<file path="src/rtl/falling_edge_sched_pkg.sv">
// Shared types and default sizing for the falling-edge scheduler.
// The channel FSM encoding lives here so the top and any bench can agree on it.
package falling_edge_sched_pkg;

    typedef enum logic [1:0] {
        CH_IDLE = 2'd0,
        CH_WAIT = 2'd1,
        CH_PEND = 2'd2
    } ch_state_e;

    localparam int DEF_N_CH  = 4;
    localparam int DEF_DLY_W = 4;

    // A falling edge is a registered 1 followed by a live 0.
    function automatic logic fell(input logic prev, input logic cur);
        return prev & ~cur;
    endfunction

endpackage

</file>
<file path="src/rtl/rr_arbiter.sv">
// Round-robin arbiter: picks the first requester at or after ptr, wrapping modulo N.
// The pointer moves past the winner only when the caller consumes the grant.
module rr_arbiter #(
    parameter int N = 4,
    parameter int W = (N > 1) ? $clog2(N) : 1
) (
    input  logic         clk,
    input  logic         rst,
    input  logic [N-1:0] req,
    input  logic         advance,
    output logic         gnt_valid,
    output logic [W-1:0] gnt_idx
);

    logic [W-1:0] ptr;

    // Scan from the farthest offset down so the nearest requester wins last.
    always_comb begin
        int j;
        gnt_valid = 1'b0;
        gnt_idx   = '0;
        j         = 0;
        for (int i = N - 1; i >= 0; i--) begin
            j = int'(ptr) + i;
            if (j >= N) begin
                j = j - N;
            end
            if (req[W'(j)]) begin
                gnt_valid = 1'b1;
                gnt_idx   = W'(j);
            end
        end
    end

    always_ff @(posedge clk) begin
        if (rst) begin
            ptr <= '0;
        end else if (advance && gnt_valid) begin
            ptr <= (gnt_idx == W'(N - 1)) ? '0 : gnt_idx + W'(1);
        end
    end

endmodule

</file>
<file path="src/rtl/falling_edge_scheduler.sv">
// Multi-channel falling-edge delay scheduler: each channel delays its edge by a
// programmable count, then matured events share one valid/ready port via round-robin.
module falling_edge_scheduler
    import falling_edge_sched_pkg::*;
#(
    parameter int N_CH  = DEF_N_CH,
    parameter int DLY_W = DEF_DLY_W,
    parameter int CH_W  = $clog2(N_CH)
) (
    input  logic             clk,
    input  logic             rst,
    input  logic [N_CH-1:0]  x_i,
    input  logic [DLY_W-1:0] cfg_delay_i,
    output logic             evt_valid_o,
    output logic [CH_W-1:0]  evt_ch_o,
    input  logic             evt_ready_i,
    output logic [N_CH-1:0]  busy_o,
    output logic [N_CH-1:0]  overrun_o,
    input  logic             ovr_clr_i
);

    logic [N_CH-1:0] x_q;
    logic [N_CH-1:0] fall;
    logic [N_CH-1:0] pend;
    logic [N_CH-1:0] grant;
    logic [N_CH-1:0] ovr_set;
    logic            load;
    logic            gnt_valid;
    logic [CH_W-1:0] gnt_idx;

    // ---- Stage 0: edge detection (x_q resets low so a held-low input never fires)
    always_ff @(posedge clk) begin
        if (rst) begin
            x_q <= '0;
        end else begin
            x_q <= x_i;
        end
    end

    // The output register refills whenever it is empty or being drained this cycle.
    assign load = ~evt_valid_o | evt_ready_i;

    rr_arbiter #(
        .N (N_CH),
        .W (CH_W)
    ) u_arb (
        .clk       (clk),
        .rst       (rst),
        .req       (pend),
        .advance   (load),
        .gnt_valid (gnt_valid),
        .gnt_idx   (gnt_idx)
    );

    // ---- Stage 1: per-channel delay FSM
    for (genvar c = 0; c < N_CH; c++) begin : g_ch
        ch_state_e        state;
        ch_state_e        state_nxt;
        logic [DLY_W-1:0] cnt;
        logic [DLY_W-1:0] cnt_nxt;

        assign fall[c]    = fell(x_q[c], x_i[c]);
        assign pend[c]    = (state == CH_PEND);
        assign busy_o[c]  = (state != CH_IDLE);
        assign grant[c]   = load & gnt_valid & (gnt_idx == CH_W'(c));
        // Any non-idle state drops the edge, including the cycle the grant retires PEND.
        assign ovr_set[c] = fall[c] & (state != CH_IDLE);

        always_comb begin
            state_nxt = state;
            cnt_nxt   = cnt;
            case (state)
                CH_IDLE: begin
                    if (fall[c]) begin
                        cnt_nxt   = cfg_delay_i;
                        state_nxt = (cfg_delay_i == '0) ? CH_PEND : CH_WAIT;
                    end
                end
                CH_WAIT: begin
                    cnt_nxt = cnt - DLY_W'(1);
                    if (cnt == DLY_W'(1)) begin
                        state_nxt = CH_PEND;
                    end
                end
                CH_PEND: begin
                    if (grant[c]) begin
                        state_nxt = CH_IDLE;
                    end
                end
                default: state_nxt = CH_IDLE;
            endcase
        end

        always_ff @(posedge clk) begin
            if (rst) begin
                state <= CH_IDLE;
                cnt   <= '0;
            end else begin
                state <= state_nxt;
                cnt   <= cnt_nxt;
            end
        end
    end

    // ---- Stage 2: shared output register and sticky overrun flags
    always_ff @(posedge clk) begin
        if (rst) begin
            evt_valid_o <= 1'b0;
            evt_ch_o    <= '0;
        end else if (load) begin
            evt_valid_o <= gnt_valid;
            if (gnt_valid) begin
                evt_ch_o <= gnt_idx;
            end
        end
    end

    // A new overrun outranks a simultaneous clear on the same bit.
    always_ff @(posedge clk) begin
        if (rst) begin
            overrun_o <= '0;
        end else begin
            overrun_o <= (overrun_o & ~{N_CH{ovr_clr_i}}) | ovr_set;
        end
    end

endmodule

</file>
<file path="config.mk">
export PLATFORM = sky130hd
export DESIGN_NAME = falling_edge_scheduler
export DESIGN_NICKNAME = d
export VERILOG_FILES = /design/src/rtl/falling_edge_sched_pkg.sv /design/src/rtl/rr_arbiter.sv /design/src/rtl/falling_edge_scheduler.sv
export SDC_FILE = /design/constraint.sdc
export NUM_CORES = 1
export LEC_CHECK = 0
export CAP_MARGIN = 0
export CORE_MARGIN = 3
export CORE_UTILIZATION = 56
export CTS_CLUSTER_DIAMETER = 50
export CTS_CLUSTER_SIZE = 20
export DETAILED_ROUTE_END_ITERATION = 8
export GPL_ROUTABILITY_DRIVEN = 0
export PLACE_DENSITY = 0.83
export SLEW_MARGIN = 10
export SYNTH_ARGS = -nofsm -noshare
export SYNTH_HDL_FRONTEND = slang
export SYNTH_SLANG_ARGS = --single-unit
</file>
<file path="constraint.sdc">
create_clock -name clk -period 2.65 [get_ports clk]
set_clock_uncertainty 0.15 [all_clocks]
set_input_delay 0.53 -clock clk [delete_from_list [all_inputs] [get_ports clk]]
set_output_delay 0.53 -clock clk [all_outputs]
set_load 0.02 [all_outputs]
</file>
==> metrics.csv, run 1 <==
metric,value,unit
antenna_found_initial,0,
synth-edff-count,0,
synth-seq-cells,37,
p_leak,0.9241,nW
wl_per_cell,14.74,µm
ir_worst_vdd,362.9,µV
die_w,67.76,µm
r2r_start,g_ch[2].state[1],
endpoint_kind,output pin,
hp-class,reg -> reg,
fin_tns_setup,0,ns
insertedDiodeCount,0,
syn_area,2136,µm²
routed_wl,4.836,mm
crit_fanout,12,
viasPerCell,5.866,
maxCapViolCount,0,
grt-ovfl-total,0,
grt_pass1_wl,8.038,mm
ant_nets,0,
power_density,522.5,nW/µm²
slew_headroom,68.91,%
synth_top_family_by_area,compound AO/OA/AOI/OAI gates,
ctsHoldBuffers,0,
fin_nets,305,
firstDrtPassIters,4,
die_h,67.76,µm
timing.final.ws_setup,0.2193,ns
outcome,"finished, final reports clean",
dr_total_vias,1924,
area_delta_synth_final,16.46,%
synth_compound_area_share,27.65,%
rsz0062_at_grt,false,
dp_hpwl,3.505,mm
synth_top_area_share,34.68,%
worst_slew_pin_slew,0.4657,ns
reg2reg_depth,7,
clock.fmax,0.4114,GHz
row_count,21,
setup-violations-final,0,
synth_top_area_cell,dfxtp_1,
path_clk_slew,0.07,ns
min_path_cells,2,
min-delay-start,evt_ch_o[0],
cts_root_buf,clkbuf_8,
synth.top_cells.by_count,"37 x dfxtp_1, 30 x nor2_1, 26 x a21oi_1, 21 x inv_1, 17 x nor2b_1",
synth_area_leaders,"dfxtp_1 35%, ha_1 7.0%, a21oi_1 6.1%",
coreArea,3495,µm²
drt_iter0_drc,172,
yosysSeqAreaShare,34.68,%
die_area,4591,µm²
start_util,61.12,%
hold_slack,0.3263,ns
synth_fp_nets,281,
ff2ff_setup_slack,0.31,ns
fillers,281,
htreeDepth,2,
cts_resized,0,
rr_endpoint,g_ch[3].state[1],
ys.flop_type,dfxtp_1,
postSynthCellCount,257,
drive_above_1_share,9.574,%
cts_tree,built,
yosysWarnings,0,
yosysMostFrequentCell,dfxtp_1,
async_reset_ff_share,0,%
numCtsBuffers,5,
cts_sinks,37,
power,0.001300,W
synth-adder-area-share,7.030,%
worstPathArrival,1.75,ns
min_to,evt_ch_o[0],
avgSynthCellArea,8.310,µm²
grt_start_max_net_pins,20,
yosys.area_share.xor_xnor,0,%
post_cts_buffers,0,
start_kind,register,
grtUsageTotal,22.99,%
grt_pass1_vias,1703,
yosys.area_share.simple,23.73,%
clk_latency,0.29,ns
drc_errors,0,
netlist-cell-type-count,53,
finalCriticalPeriod,2.431,ns
ios,23,
place_ws,0.2831,ns
final_hold_viol_count,0,
synthMuxAreaShare,0.4687,%
required,1.97,ns
crit_type,reg -> out,
cts_buffer_depth,2,
post-route-period-util,91.72,%
slew_violations,0,
port-buffer-count,22,
[metrics by stage]
| step | std cells | util, % | instance area, µm² |
|---|---|---|---|
| CTS | 328 | 71.18 | 2487 |
| finish | 328 | 71.18 | 2487 |
| global placement | 320 | 68.89 | 2407 |
| detailed placement | 320 | 68.89 | 2407 |
| floorplan | 257 | - | 2136 |
| global route | 328 | 71.18 | 2487 |
[worst max path at each step]
stage,from,to,slack (ns),cells after the start
after detailed placement,cfg_delay_i[0],g_ch[0].state[1],0.28,5
after CTS,g_ch[1].state[0],busy_o[1],0.21,3
final,g_ch[1].state[0],busy_o[1],0.22,3
after global routing,g_ch[1].state[0],busy_o[1],0.1,3
after global placement,cfg_delay_i[0],g_ch[0].state[1],0.35,5
after floorplan,g_ch[1].state[1],g_ch[3].state[1],0.79,7
[layout by cell type (no fill, tap or decap), types with 2 or more instances in the layout]
cell type | Yosys | routed
ha_1 | 12 | 12
nor2b_1 | 17 | 17
nand2_1 | 10 | 10
nor2_1 | 30 | 30
a22oi_1 | 4 | 4
o22ai_1 | 3 | 3
nor3_1 | 8 | 8
a221oi_1 | 2 | 2
clkbuf_8 | 0 | 5
a31oi_1 | 3 | 3
or3_1 | 2 | 2
a21oi_1 | 26 | 26
o21ai_0 | 7 | 7
a2bb2oi_1 | 2 | 2
a211oi_1 | 7 | 7
dfxtp_1 | 37 | 37
buf_4 | 1 | 7
clkdlybuf4s50_1 | 0 | 22
or2_2 | 3 | 3
clkbuf_1 | 8 | 3
nand2b_1 | 9 | 9
nand3b_1 | 2 | 2
o221a_2 | 5 | 5
o21ai_1 | 2 | 2
o31ai_1 | 4 | 4
nand3_1 | 3 | 3
inv_1 | 21 | 21
[layout make-up]
cell class / count / area, µm² / share of cell area, %
clock buffer: 8 / 80.08 / 3.219
inverter: 21 / 78.83 / 3.169
multi-input combinational: 187 / 1257 / 50.55
sequential: 37 / 740.7 / 29.78
tap: 46 / 57.56 / 2.314
timing repair buffer: 29 / 272.8 / 10.97
[sequential cells by signal (all words and copies together), names as in the netlist]
| name | cells |
|---|---|
| overrun_o | 4 |
| evt_valid_o | 1 |
| g_ch.state | 8 |
| g_ch.cnt | 16 |
| evt_ch_o | 2 |
| u_arb.ptr | 2 |
| x_q | 4 |
[layer usage]
layer  vias up  wire, µm  GRT usage (%)
met5         -         0              0
met4         0       102          9.367
met3         7       304          3.993
met2        61      2086          34.99
met1       879      2341          31.85
li1        977         -              -
[logic make-up (layout without fill, tap and decap cells)]
| kind of cell | Yosys count | count (layout) |
|---|---|---|
| AO/OA/AOI/OAI | 81 | 81 |
| adder cells (fa/ha/maj) | 12 | 12 |
| buffers and inverters | 33 | 58 |
| flip-flops | 37 | 37 |
| multiplexers | 1 | 1 |
| AND/OR/NAND/NOR | 93 | 93 |
[critical path, cell delays in order, from the launching register on]
cell	delay (ns)
dfxtp_1	0.52
inv_1	0.17
nand2_1	0.15
clkdlybuf4s50_1	0.62
[power breakdown]
group          total [W]  switching (W)  internal (W)
sequential      0.000641      0.0000452      0.000596
clock           0.000377       0.000190      0.000187
combinational   0.000281       0.000151      0.000131
(Power assumes the default switching activity.)
==> run 2, diff against run 1 <==
Settings changed: GPL_TIMING_DRIVEN from default to 0.
==> metrics.csv, run 2 (synthesis gave the netlist of run 1 again) <==
metric,value,unit
cts_sinks,37,
port-buffer-count,21,
finalCriticalPeriod,2.521,ns
drt_iter0_drc,163,
worst_slew_pin_slew,0.6489,ns
area_delta_synth_final,17.28,%
rsz0062_at_grt,false,
power_density,547.9,nW/µm²
required,1.97,ns
cts_tree,built,
path_clk_slew,0.08,ns
dpl_cell_area,2404,µm²
layout_common_cells,"37 x dfxtp_1, 30 x nor2_1, 26 x a21oi_1, 21 x inv_1, 21 x clkdlybuf4s50_1",
r2r_start,g_ch[0].state[1],
pwr-share-seq,46.1,%
numCtsBuffers,5,
setup-violations-final,0,
insertedDiodeCount,0,
cp-endpoint,busy_o[2],
fin_tns_setup,0,ns
clockPowerShare,32.7,%
grt_start_max_net_pins,12,
start_kind,register,
pwr-share-comb,21.2,%
firstDrtPassIters,4,
endpoint_kind,output pin,
grt_pass1_vias,1775,
clk_latency,0.30,ns
dr_total_vias,1961,
crit_type,reg -> out,
ant_nets,0,
final_common_cell,dfxtp_1,
routed_wl,5.177,mm
ir_worst_vdd,408.4,µV
grt-ovfl-total,0,
ios,23,
antenna_found_initial,0,
ff2ff_setup_slack,0.44,ns
cts_resized,0,
hp-class,reg -> reg,
wl_per_cell,15.59,µm
fin_nets,309,
die_h,67.76,µm
cp-startpoint,g_ch[2].state[0],
crit_fanout,10,
start_util,61.12,%
reg2reg_depth,7,
slew_headroom,56.74,%
grt_pass1_wl,8.576,mm
post-route-period-util,95.13,%
htreeDepth,2,
coreArea,3495,µm²
rr_endpoint,g_ch[3].state[1],
largest_reg_flops,16,
p_leak,0.9282,nW
ctsHoldBuffers,0,
drive_above_1_share,9.441,%
grtUsageTotal,25.69,%
reg_top3,"g_ch.cnt (16), g_ch.state (8)",
top_register,g_ch.cnt,
worstPathArrival,1.84,ns
netSwitchingFraction,29.99,%
die_w,67.76,µm
post_cts_buffers,0,
drc_errors,0,
clock.fmax,0.3967,GHz
dp_hpwl,3.668,mm
outcome,"finished, final reports clean",
power.switching,0.0004115,W
die_area,4591,µm²
fin_area,2505,µm²
viasPerCell,5.907,
maxCapViolCount,0,
p_int,0.0009609,W
row_count,21,
cts_buffer_depth,2,
cts_root_buf,clkbuf_8,
final_hold_viol_count,0,
slew_violations,0,
## run 2: cell type report
type                            count  area [µm²]
Fill cell                         289       989.7
Timing Repair Buffer               21       210.2
Sequential cell                    37       740.7
Multi-Input combinational cell    187        1257
Clock buffer                        7       96.34
Clock inverter                      1       5.005
Tap cell                           46       57.56
Buffer                             12       58.81
Inverter                           21       78.83
## run 2: worst min path at each step
stage | start | to | slack (ns) | cells after the start
finish | evt_ch_o[0] | evt_ch_o[0] | 0.32 | 2
global route | evt_ch_o[0] | evt_ch_o[0] | 0.35 | 2
CTS | evt_ch_o[0] | evt_ch_o[0] | 0.33 | 2
detailed placement | evt_ch_o[0] | evt_ch_o[0] | 0.31 | 2
global placement | evt_ch_o[0] | evt_ch_o[0] | 0.31 | 2
floorplan | g_ch[2].cnt[3] | g_ch[2].cnt[3] | 0.29 | 2
## run 2: power by group through the flow
stage                     clock (W)  sequential, W  combinational (W)
after floorplan                   0       0.000641           0.000197
after global placement            0       0.000644           0.000280
after detailed placement          0       0.000645           0.000289
after CTS                  0.000455       0.000632           0.000291
after global routing       0.000480       0.000639           0.000325
final                      0.000448       0.000633           0.000291
## run 2: layer usage
layer | GRT usage, % | share of wire, %
met2 | 40.22 | 45
met4 | 12.15 | 2.4
met1 | 33.20 | 44
met3 | 5.824 | 8.3
met5 | 0 | 0
## run 2: worst max-delay path: stages, from the launching register on
cell	delay, ns
dfxtp_1	0.41
clkbuf_1	0.34
or2_2	0.19
clkdlybuf4s50_1	0.60
## run 2: metrics by stage
step | utilization [%] | hold slack, ns | setup slack [ns] | total power, W | std cells
floorplan | - | 0.2943 | 0.7879 | 0.0008379 | 257
global placement | 68.78 | 0.3068 | 0.1683 | 0.0009239 | 324
detailed placement | 68.78 | 0.3087 | 0.1803 | 0.0009340 | 324
CTS | 71.68 | 0.3257 | 0.1284 | 0.001378 | 332
global route | 71.68 | 0.3549 | 0.02472 | 0.001444 | 332
finish | 71.68 | 0.3202 | 0.1290 | 0.001372 | 332
